$ cat src/rtl/ctrl_delay_pipe_if.sv
// ctrl_delay_pipe_if: bundles the control-word pipeline's input and tap signals.
//   master : decode side. It drives in_ctrl, in_valid, stall and flush, and it
//            observes in_ready and every stage tap.
//   slave  : the pipeline itself (ctrl_delay_pipe).
// Signals:
//   in_ctrl     [WIDTH]        control word from decode
//   in_valid                   in_ctrl is a real instruction
//   stall                      freeze the front stages
//   flush                      kill the front stages
//   in_ready                   in_ctrl is captured when in_valid && in_ready
//   stage_ctrl  [DEPTH*WIDTH]  stage i word at [i*WIDTH +: WIDTH]
//   stage_valid [DEPTH]        per-stage valid bit
//   out_ctrl / out_valid       last stage word and its valid bit
//   occupancy   [clog2(DEPTH+1)] number of valid stages
interface ctrl_delay_pipe_if #(
  parameter int unsigned WIDTH = 16,
  parameter int unsigned DEPTH = 4
);
  localparam int unsigned OccW = $clog2(DEPTH + 1);

  logic [WIDTH-1:0]       in_ctrl;
  logic                   in_valid;
  logic                   stall;
  logic                   flush;
  logic                   in_ready;
  logic [DEPTH*WIDTH-1:0] stage_ctrl;
  logic [DEPTH-1:0]       stage_valid;
  logic [WIDTH-1:0]       out_ctrl;
  logic                   out_valid;
  logic [OccW-1:0]        occupancy;

  modport master (
    output in_ctrl, in_valid, stall, flush,
    input  in_ready, stage_ctrl, stage_valid, out_ctrl, out_valid, occupancy
  );

  modport slave (
    input  in_ctrl, in_valid, stall, flush,
    output in_ready, stage_ctrl, stage_valid, out_ctrl, out_valid, occupancy
  );
endinterface

$ cat src/rtl/ctrl_delay_pipe.sv
// ctrl_delay_pipe: a delay pipeline for decoded control words. It runs alongside the FP
// ALU datapath and taps every stage, so each datapath stage can pick up its controls.
// It supports per-stage valid bits, a partial stall with bubble insertion, a flush of the
// front stages and an occupancy count.
// Ports:
//   Clock  : clock. All state updates on the rising edge.
//   Reset  : synchronous, active-high. It clears every stage and wins over stall and flush.
//   pipe   : ctrl_delay_pipe_if.slave. Carries the input word and handshake, stall and
//            flush, and the registered stage taps plus occupancy.
// Stages 0..HOLD_STAGES-1 form the "front". A stall freezes the front. A flush kills the
// front. Stages at or past HOLD_STAGES always advance, so older instructions still
// complete.
module ctrl_delay_pipe #(
  parameter int unsigned WIDTH       = 16,
  parameter int unsigned DEPTH       = 4,
  parameter int unsigned HOLD_STAGES = 2
) (
  input logic              Clock,
  input logic              Reset,
  ctrl_delay_pipe_if.slave pipe
);

  localparam int unsigned OccW = $clog2(DEPTH + 1);

  typedef logic [DEPTH-1:0][WIDTH-1:0] stageWords_t;

  stageWords_t      ctrlQ, ctrlD;
  stageWords_t      feedCtrl;
  logic [DEPTH-1:0] validQ, validD;
  logic [DEPTH-1:0] feedValid;
  logic [OccW-1:0]  occQ, occD;
  logic [WIDTH-1:0] inWord;

  // The input word is masked so that a non-valid slot never carries enables.
  assign inWord    = pipe.in_valid ? pipe.in_ctrl : '0;

  // This is the value each stage takes when it advances normally.
  assign feedCtrl  = {ctrlQ[DEPTH-2:0], inWord};
  assign feedValid = {validQ[DEPTH-2:0], pipe.in_valid};

  always_comb begin
    ctrlD  = feedCtrl;
    validD = feedValid;
    for (int unsigned i = 0; i < DEPTH; i++) begin
      if (i < HOLD_STAGES) begin
        if (pipe.flush) begin
          ctrlD[i]  = '0;
          validD[i] = 1'b0;
        end else if (pipe.stall) begin
          ctrlD[i]  = ctrlQ[i];
          validD[i] = validQ[i];
        end
      end else if (i == HOLD_STAGES && pipe.stall) begin
        // The first stage past the frozen front has no feeder this cycle, so it
        // takes a bubble.
        ctrlD[i]  = '0;
        validD[i] = 1'b0;
      end
    end
  end

  // Occupancy is computed from the next-state valids, so it changes on the same edge.
  always_comb begin
    occD = '0;
    for (int unsigned i = 0; i < DEPTH; i++) begin
      occD = occD + OccW'(validD[i]);
    end
  end

  always_ff @(posedge Clock) begin
    if (Reset) begin
      ctrlQ  <= '0;
      validQ <= '0;
      occQ   <= '0;
    end else begin
      ctrlQ  <= ctrlD;
      validQ <= validD;
      occQ   <= occD;
    end
  end

  assign pipe.in_ready    = !pipe.stall && !pipe.flush;
  assign pipe.stage_ctrl  = ctrlQ;
  assign pipe.stage_valid = validQ;
  assign pipe.out_ctrl    = ctrlQ[DEPTH-1];
  assign pipe.out_valid   = validQ[DEPTH-1];
  assign pipe.occupancy   = occQ;

endmodule
$ cat src/flat_wrapper.sv
// flat-port wrapper written by rule: the top's interface ports become plain ports
module ctrl_delay_pipe_flat 
#(
  parameter int unsigned WIDTH       = 16,
  parameter int unsigned DEPTH       = 4,
  parameter int unsigned HOLD_STAGES = 2
)
  (Clock, Reset, pipe_in_ctrl, pipe_in_valid, pipe_stall, pipe_flush, pipe_in_ready, pipe_stage_ctrl, pipe_stage_valid, pipe_out_ctrl, pipe_out_valid, pipe_occupancy);
  ctrl_delay_pipe_if #(.WIDTH(WIDTH), .DEPTH(DEPTH)) pipe_i ();
  input logic Clock;
  input logic Reset;
  input wire logic [$bits(pipe_i.in_ctrl)-1:0] pipe_in_ctrl;
  input wire logic [$bits(pipe_i.in_valid)-1:0] pipe_in_valid;
  input wire logic [$bits(pipe_i.stall)-1:0] pipe_stall;
  input wire logic [$bits(pipe_i.flush)-1:0] pipe_flush;
  output wire logic [$bits(pipe_i.in_ready)-1:0] pipe_in_ready;
  output wire logic [$bits(pipe_i.stage_ctrl)-1:0] pipe_stage_ctrl;
  output wire logic [$bits(pipe_i.stage_valid)-1:0] pipe_stage_valid;
  output wire logic [$bits(pipe_i.out_ctrl)-1:0] pipe_out_ctrl;
  output wire logic [$bits(pipe_i.out_valid)-1:0] pipe_out_valid;
  output wire logic [$bits(pipe_i.occupancy)-1:0] pipe_occupancy;
  assign pipe_i.in_ctrl = pipe_in_ctrl;
  assign pipe_i.in_valid = pipe_in_valid;
  assign pipe_i.stall = pipe_stall;
  assign pipe_i.flush = pipe_flush;
  assign pipe_in_ready = pipe_i.in_ready;
  assign pipe_stage_ctrl = pipe_i.stage_ctrl;
  assign pipe_stage_valid = pipe_i.stage_valid;
  assign pipe_out_ctrl = pipe_i.out_ctrl;
  assign pipe_out_valid = pipe_i.out_valid;
  assign pipe_occupancy = pipe_i.occupancy;
  ctrl_delay_pipe #(.WIDTH(WIDTH), .DEPTH(DEPTH), .HOLD_STAGES(HOLD_STAGES)) u_core (.Clock(Clock), .Reset(Reset), .pipe(pipe_i));
endmodule
$ cat config.mk
export PLATFORM = sky130hd
export DESIGN_NAME = ctrl_delay_pipe_flat
export DESIGN_NICKNAME = d
export VERILOG_FILES = /design/src/rtl/ctrl_delay_pipe_if.sv /design/src/rtl/ctrl_delay_pipe.sv /design/src/flat_wrapper.sv
export SDC_FILE = /design/constraint.sdc
export NUM_CORES = 1
export LEC_CHECK = 0
export ABC_AREA = 1
export BUFFER_PORTS_ARGS = -buffer_cell sky130_fd_sc_hd__buf_2
export CAP_MARGIN = 30
export CORE_UTILIZATION = 50
export DETAILED_ROUTE_END_ITERATION = 16
export PLACE_DENSITY = 0.79
export SYNTH_ARGS = -nofsm -noshare
export SYNTH_HDL_FRONTEND = slang
export SYNTH_SLANG_ARGS = --single-unit
export TNS_END_PERCENT = 5
$ cat constraint.sdc
create_clock -name Clock -period 2.85 [get_ports Clock]
set_clock_uncertainty 0.15 [all_clocks]
set_input_delay 0.285 -clock Clock [delete_from_list [all_inputs] [get_ports Clock]]
set_output_delay 0.285 -clock Clock [all_outputs]
set_load 0.02 [all_outputs]
== Word-level counts from Yosys, hierarchy flattened ==
Index checks and enable logic that the tools add are counted.
Cells by class
  add/sub/neg operators: 3
  muxes and demuxes: 6
  reductions and logical operators: 5
Operators with widths (number)
  two-way mux 16 bit: 1
  adder 3 x 1 -> 3 bit: 2
  two-way mux 1 bit: 5
  OR reduction 2 bit: 2
  adder 1 x 1 -> 2 bit: 1
  zero test 1 bit: 2
  logical AND 1 bit: 1
Word-level totals
  flip-flop bits (word level): 71
  input bits: 21
  output and inout bits: 89
  logic and storage cells: 20

== Longest topological paths before layout ==
Gate-level depths: netlist of run 1.
  depth in word-level cells: 5
  mapped depth: 12
  mapped depth without buffers: 11

== Worst setup path before layout of run 1 ==
Ideal clock, no wire load.
  path type: input -> register
  from: input port pipe_in_valid
  to: register u_core.occQ[1] (netlist: u_core.pipe.occupancy[1])
  setup time: 0.117 ns
  arrival time: 1.724 ns
  required time: 2.583 ns
  setup slack: 0.859 ns
  stages on the path: 11
  path buffers: 2
  cells stage by stage: buf_4 > buf_4 > nand2_1 > a21oi_1 > ha_1 > inv_1 > fa_1 > inv_1 > ha_1 > inv_1 > nor2_1
Between the ends
  word-level cells in the longest chain between the ends: 5
RTL lines
  from (decl): line flat_wrapper.sv:13  | input wire logic [$bits(pipe_i.in_valid)-1:0] pipe_in_valid;
  two-way mux 1 bit: line ctrl_delay_pipe.sv:49  | end else if (pipe.stall) begin
  two-way mux 1 bit: line ctrl_delay_pipe.sv:46  | if (pipe.flush) begin
  via u_core.validD[0]: line ctrl_delay_pipe.sv:29  | logic [DEPTH-1:0] validQ, validD;
  adder 1 x 1 -> 2 bit: line ctrl_delay_pipe.sv:66  | occD = occD + OccW'(validD[i]);
  adder 3 x 1 -> 3 bit (2 in a row): line ctrl_delay_pipe.sv:66
  via u_core.occD[1]: line ctrl_delay_pipe.sv:31  | logic [OccW-1:0] occQ, occD;
  to (signal assigned): line ctrl_delay_pipe.sv:74  | occQ <= '0;
  to (signal assigned): line ctrl_delay_pipe.sv:78  | occQ <= occD;
  to (decl): line ctrl_delay_pipe.sv:31
The timed path passes the listed nets, and every way through them passes these cells.
A chain may end at the register's enable or synchronous reset.

== Worst setup path in the final report of run 1 ==
  from: input port pipe_stall
  to: register u_core.occQ[1] (netlist: u_core.pipe.occupancy[1])
Between the ends
  word-level cells in the longest chain between the ends: 5
  elaborated cells between the ends (all ways): 8
  classes of those cells: add/sub (3); mux (5)
RTL lines
  from (decl): line flat_wrapper.sv:14  | input wire logic [$bits(pipe_i.stall)-1:0] pipe_stall;
  two-way mux 1 bit: line ctrl_delay_pipe.sv:49
  two-way mux 1 bit: line ctrl_delay_pipe.sv:46
  via u_core.validD[0]: line ctrl_delay_pipe.sv:29
  adder 1 x 1 -> 2 bit: line ctrl_delay_pipe.sv:66
  adder 3 x 1 -> 3 bit (2 in a row): line ctrl_delay_pipe.sv:66
  via u_core.occD[1]: line ctrl_delay_pipe.sv:31
The timed path passes the listed nets, and every way through them passes these cells.

==> results.ini, run 1 <==
[status]
outcome=complete, no violations

[setup_path]
r2r_cells=11
slowest_stage=fa_1
worstSetupPathType=in2reg
path_max_fanout=36
r2r-start=u_core.pipe.stage_valid[0]$_SDFF_PP0_
regToRegEndpoint=u_core.pipe.occupancy[1]$_SDFF_PP0_
critical-path-max-stage-delay_ps=370
crit_path_cell_trace=buf_2 -> inv_12 -> nand2_1 -> a21oi_1 -> ha_1 -> inv_1 -> fa_1 -> inv_1 -> ha_1 -> inv_1 -> nor2_1
reg2reg_slack_ps=940
crit_path_end=u_core.pipe.occupancy[1]$_SDFF_PP0_
crit_start=pipe_stall
crit_arrival_ps=2060
cp-end-kind=flop
required_ps=2910
cp_common_cell=inv_1
start_kind=input port

[yosys]
seq_area_frac_synth=0.533
yosys_warnings=0
yosysTopAreaCell=dfxtp_1
syn_nets=319
syn_inst=295
synth_area_um2=2670
ys_seq_elements=71
synth_cell_types=16
avgSynthCellArea_um2=9.04
yosys-top-cells-area=dfxtp_1 53%, a21oi_2 9.8%, nand2_1 7.5%
synth_top_area_share=0.533

[layout]
area_growth_pct=20.5
fin_nets=408
antenna_cells=0
multi_input_area_um2=781
n_fill_cell=448
final_util=0.629
register_area_um2=1420
final_cell_mix=109 x buf_2, 71 x dfxtp_1, 53 x nand2_1, 41 x inv_1, 39 x nor2_1
layout_commonest_cell=buf_2
drive_gt1_frac=0.409
design_area_um2=3210

[placed_design]
place.detailed.hpwl_mm=3.67
place_area_um2=3020
globalplace.congestion=0.708
port_buffers=109

[cts]
cts_tree=yes
cts_hold_buffers=0
htreeDepth=3
cts_buffers=9
clk_pin_slew_worst_paths_ps=70
insertion_delay_ps=330
clock_sinks=71
root_buffer=clkbuf_8
cts_resized=0
clock_path_buffers=2
cts_setup_buffers=0

[grt]
antenna_found_initial=0
grt_pass1_vias=1817
gr-usage-all-layers=0.201
grt_pass1_wl_mm=8.28
grt_max_degree=37
grt.overflow.total=0

[die]
die_y_um=75.0
rows=26
dieArea_um2=5630
pin_count=110
start_util=0.522
core-area_um2=5110
fp.dieW_um=75.0

[timing]
maxSlewHeadroom=0.637
setup_violations=0
rsz0062_at_grt=false
period_needed_ps=2000
timing.hold.ws_ps=68.0
fmax_mhz=500
worst_slew_pin_slew_ps=545
slew_violations=0
setup_tns_ps=0
hold_viol_final=0
post-route-period-util=0.702

[power]
p_leak_nw=1.48
ir_drop_mv=0.323
total_power_mw=1.88
power_density_nw_per_um2=586

[routing]
wire_per_inst_um=11.6
vias=2054
vias_per_cell=4.47
drt_iter0_markers=91
ant_nets=0
drcViolationCount=0
firstDrtPassIters=4
totalWireLength_mm=5.31

[job]
cap_violations=0

[min_path]
hold_depth=3
holdCritStartpoint=pipe_in_ctrl[6]
hold_class=in2reg

kinds of logic (layout without fill, tap and decap cells):
group,after synthesis,after routing,share of synthesized area
adders and majority gates,3,3,0.0169
and+or+nand+nor,111,111,0.170
AOI/OAI and AO/OA,34,34,0.106
DFF,71,71,0.533
buffers and inverters,76,170,0.174
per-layer routing:
layer | up-vias | global-route usage | part of all wire
li1 | 1052 | - | -
met1 | 920 | 0.232 | 0.42
met2 | 72 | 0.341 | 0.50
met3 | 10 | 0.0442 | 0.061
met4 | 0 | 0.119 | 0.022
met5 | - | 0 | 0
where the power goes:
group          switching [mW]  total [mW]  internal [mW]
logic                  0.0758       0.108         0.0317
clock network           0.346       0.770          0.425
registers             0.00539        1.01           1.00
total                   0.427        1.88           1.46
state kept, by name, indices dropped and copies added, names as in the netlist:
| signal | flops |
|---|---|
| u_core.pipe.stage_ctrl | 48 |
| u_core.pipe.stage_valid | 4 |
| u_core.pipe.out_ctrl | 16 |
| u_core.pipe.occupancy | 3 |
synth_stat cells, drive strengths merged:
master	n
dfxtp	71
nor2	39
ha	2
buf	30
nand2	55
fa	1
clkbuf	3
inv	43
a21oi	34
nand3	17
layout make-up:
class / count / area share
Clock buffer: 12 / 0.0452
Clock inverter: 4 / 0.0140
Inverter: 43 / 0.0541
Multi-Input combinational cell: 148 / 0.243
Sequential cell: 71 / 0.442
Tap cell: 70 / 0.0272
Timing Repair Buffer: 111 / 0.174
worst min-delay path by stage:
stage                                        endpoint  slack [ps]
2_1_floorplan      u_core.pipe.out_ctrl[0]$_SDFF_PP0_         210
3_3_place_gp       u_core.pipe.out_ctrl[6]$_SDFF_PP0_         250
3_5_place_dp       u_core.pipe.out_ctrl[6]$_SDFF_PP0_         260
4_1_cts        u_core.pipe.stage_ctrl[6]$_SDFFE_PP0N_          60
5_1_grt        u_core.pipe.stage_ctrl[6]$_SDFFE_PP0N_          70
6_report       u_core.pipe.stage_ctrl[6]$_SDFFE_PP0N_          70
worst max-delay path: cells and delay by family:
family | cells | cell delay [ps]
buffers and inverters | 5 | 650
AOI/OAI and AO/OA | 1 | 80
and+or+nand+nor | 2 | 170
adders and majority gates | 3 | 860
per-stage QoR:
| step | cells | worst slack [ps] |
|---|---|---|
| 2_1_floorplan | 295 | 859 |
| 3_3_place_gp | 443 | 598 |
| 3_5_place_dp | 443 | 521 |
| 4_1_cts | 459 | 878 |
| 5_1_grt | 459 | 757 |
| 6_report | 459 | 849 |
Note: power is estimated with default switching activity, not from simulation.
==> run 2: changes to the inputs <==
--- a/config.mk
+++ b/config.mk
@@ -8,9 +8,9 @@
 export ABC_AREA = 1
 export BUFFER_PORTS_ARGS = -buffer_cell sky130_fd_sc_hd__buf_2
 export CAP_MARGIN = 30
-export CORE_UTILIZATION = 50
+export CORE_UTILIZATION = 43
 export DETAILED_ROUTE_END_ITERATION = 16
-export PLACE_DENSITY = 0.79
+export PLACE_DENSITY = 0.72
 export SYNTH_ARGS = -nofsm -noshare
 export SYNTH_HDL_FRONTEND = slang
 export SYNTH_SLANG_ARGS = --single-unit
==> constraint.sdc (replaced) <==
create_clock -name Clock -period 1.7 [get_ports Clock]
set_clock_uncertainty 0.15 [all_clocks]
set_input_delay 0.17 -clock Clock [delete_from_list [all_inputs] [get_ports Clock]]
set_output_delay 0.17 -clock Clock [all_outputs]
set_load 0.02 [all_outputs]
==> results.ini, run 2 (same netlist as run 1, synthesis figures left out) <==
[status]
outcome=complete, but fails checks
violations=negative setup slack

[power]
power_density_nw_per_um2=962  ; +64%
ir_drop_mv=0.740  ; +130%
p_leak_nw=1.61  ; +8.2%

[placed_design]
port_buffers=109  ; unchanged
place_area_um2=3100  ; +2.4%
pre_cts_slack_ps=-185  ; -706 ps
dpl.cell_count=455  ; +2.7%
globalplace.congestion=0.702  ; -0.89%
place.detailed.hpwl_mm=3.72  ; +1.4%

[layout]
final_cell_mix=109 x buf_2, 69 x dfxtp_1, 51 x nand2_1, 39 x nor2_1, 34 x inv_1
area_growth_pct=33.0
n_fill_cell=566  ; +26%
antenna_cells=0  ; unchanged
drive_gt1_frac=0.448  ; +0.0395
layout_commonest_cell=buf_2
design_area_um2=3550  ; +10%
final_cells=490  ; +6.8%
largest_reg_flops=48  ; unchanged
fin_nets=434  ; +6.4%

[timing]
setup_violations=1  ; +1
worst_slew_pin_slew_ps=534  ; -10.4 ps
setup_tns_ps=-92.4  ; -92.4 ps
setup_slack_ps=-92.4  ; -942 ps
fmax_mhz=558
post-route-period-util=1.05
slew_violations=0  ; unchanged
maxSlewHeadroom=0.643  ; +0.00658
period_needed_ps=1790
hold_viol_final=0  ; unchanged
rsz0062_at_grt=true

[setup_path]
worstSetupPathType=reg2reg
crit_arrival_ps=1860  ; -200 ps
path_max_fanout=2  ; -94%
start_kind=flop
required_ps=1770  ; -1140 ps
cp-end-kind=flop

[routing]
met2_wirelength_mm=2.48  ; -6.2%
drt_iter0_markers=57  ; -37%
wire_per_inst_um=11.1  ; -3.9%
ant_nets=0  ; unchanged
firstDrtPassIters=4  ; unchanged
wl_met1_mm=2.54  ; +14%
vias_per_cell=4.21  ; -5.8%
top_layer=met4
drcViolationCount=0  ; unchanged
vias=2065  ; +0.54%
totalWireLength_mm=5.45  ; +2.6%
wl_met3_um=295  ; -9.0%

[die]
rows=28  ; +7.7%
fp.dieW_um=80.8  ; +7.6%
die_y_um=80.8  ; +7.6%
core-area_um2=5960  ; +17%
pin_count=110  ; unchanged
dieArea_um2=6520  ; +16%
start_util=0.448  ; -0.0744

[min_path]
hold_class=in2reg

[cts]
root_buffer=clkbuf_8
clock_path_buffers=2  ; unchanged
clk_pin_slew_worst_paths_ps=80  ; about the same
insertion_delay_ps=320  ; about the same
htreeDepth=3  ; unchanged
clock_sinks=71  ; unchanged
cts_tree=yes
cts_buffers=9  ; unchanged

[grt]
grt_pass1_vias=1939  ; +6.7%
grt.overflow.total=0  ; unchanged
grt_max_degree=34  ; -8.1%
grt_pass1_wl_mm=8.75  ; +5.7%
gr-usage-all-layers=0.178  ; -0.0227
antenna_found_initial=0  ; unchanged

[job]
cap_violations=0  ; unchanged

-- run 2: path summary, 6_finish.rpt --
check	from	endpoint	slack, ps	depth (start not counted)
setup reg to reg	u_core.pipe.stage_valid[1]$_SDFF_PP0_	u_core.pipe.occupancy[1]$_SDFF_PP0_	-90	11
hold reg to reg	u_core.pipe.stage_ctrl[34]$_SDFF_PP0_	u_core.pipe.out_ctrl[2]$_SDFF_PP0_	270	2
setup / recovery	u_core.pipe.stage_valid[1]$_SDFF_PP0_	u_core.pipe.occupancy[1]$_SDFF_PP0_	-90	11
hold / removal	Reset	u_core.pipe.stage_ctrl[46]$_SDFF_PP0_	120	4
-- run 2: per-stage QoR --
stage	power, mW	util	hold slack, ps
floorplan	1.87	-	92.2
global placement	1.91	0.520	257
detailed placement	1.91	0.520	257
CTS	3.45	0.594	112
global route	3.55	0.596	134
finish	3.41	0.596	121
-- run 2: layer usage --
metal,vias to the layer above,GRT usage
met5,-,0
met1,883,0.225
met2,75,0.275
met3,10,0.0506
met4,0,0.0946
li1,1097,-
-- run 2: worst max-delay path, cell delays in order (launching register included) --
cell     delay (ps)
dfxtp_4         350
inv_2            50
nand2_2          50
nand3_2          80
inv_2            50
ha_4            250
inv_2            30
fa_2            330
inv_2            80
ha_4            190
inv_2            40
nor2_1           30
-- run 2: repair_timing --
action,CTS,global route
buffers inserted,1,1
endpoints found under the hold margin,17,0
setup endpoints to repair,3,3
resized for setup,9,1
pin swaps,3,2
hold buffers,17,0
-- run 2: report_power, final --
part	switching (mW)	leakage, nW	internal [mW]
clock	0.590	0.116	0.905
sequential	0.00936	0.574	1.67
combinational	0.138	0.916	0.0942
total	0.737	1.61	2.67
-- run 2: area by class of cell --
cell class | count | area (µm²) | share of cell area
sequential | 71 | 1430 | 0.403
multi-input combinational | 148 | 822 | 0.232
timing repair buffer | 137 | 798 | 0.225
inverter | 43 | 174 | 0.0490
clock buffer | 11 | 151 | 0.0427
tap | 75 | 93.8 | 0.0265
clock inverter | 5 | 78.8 | 0.0222
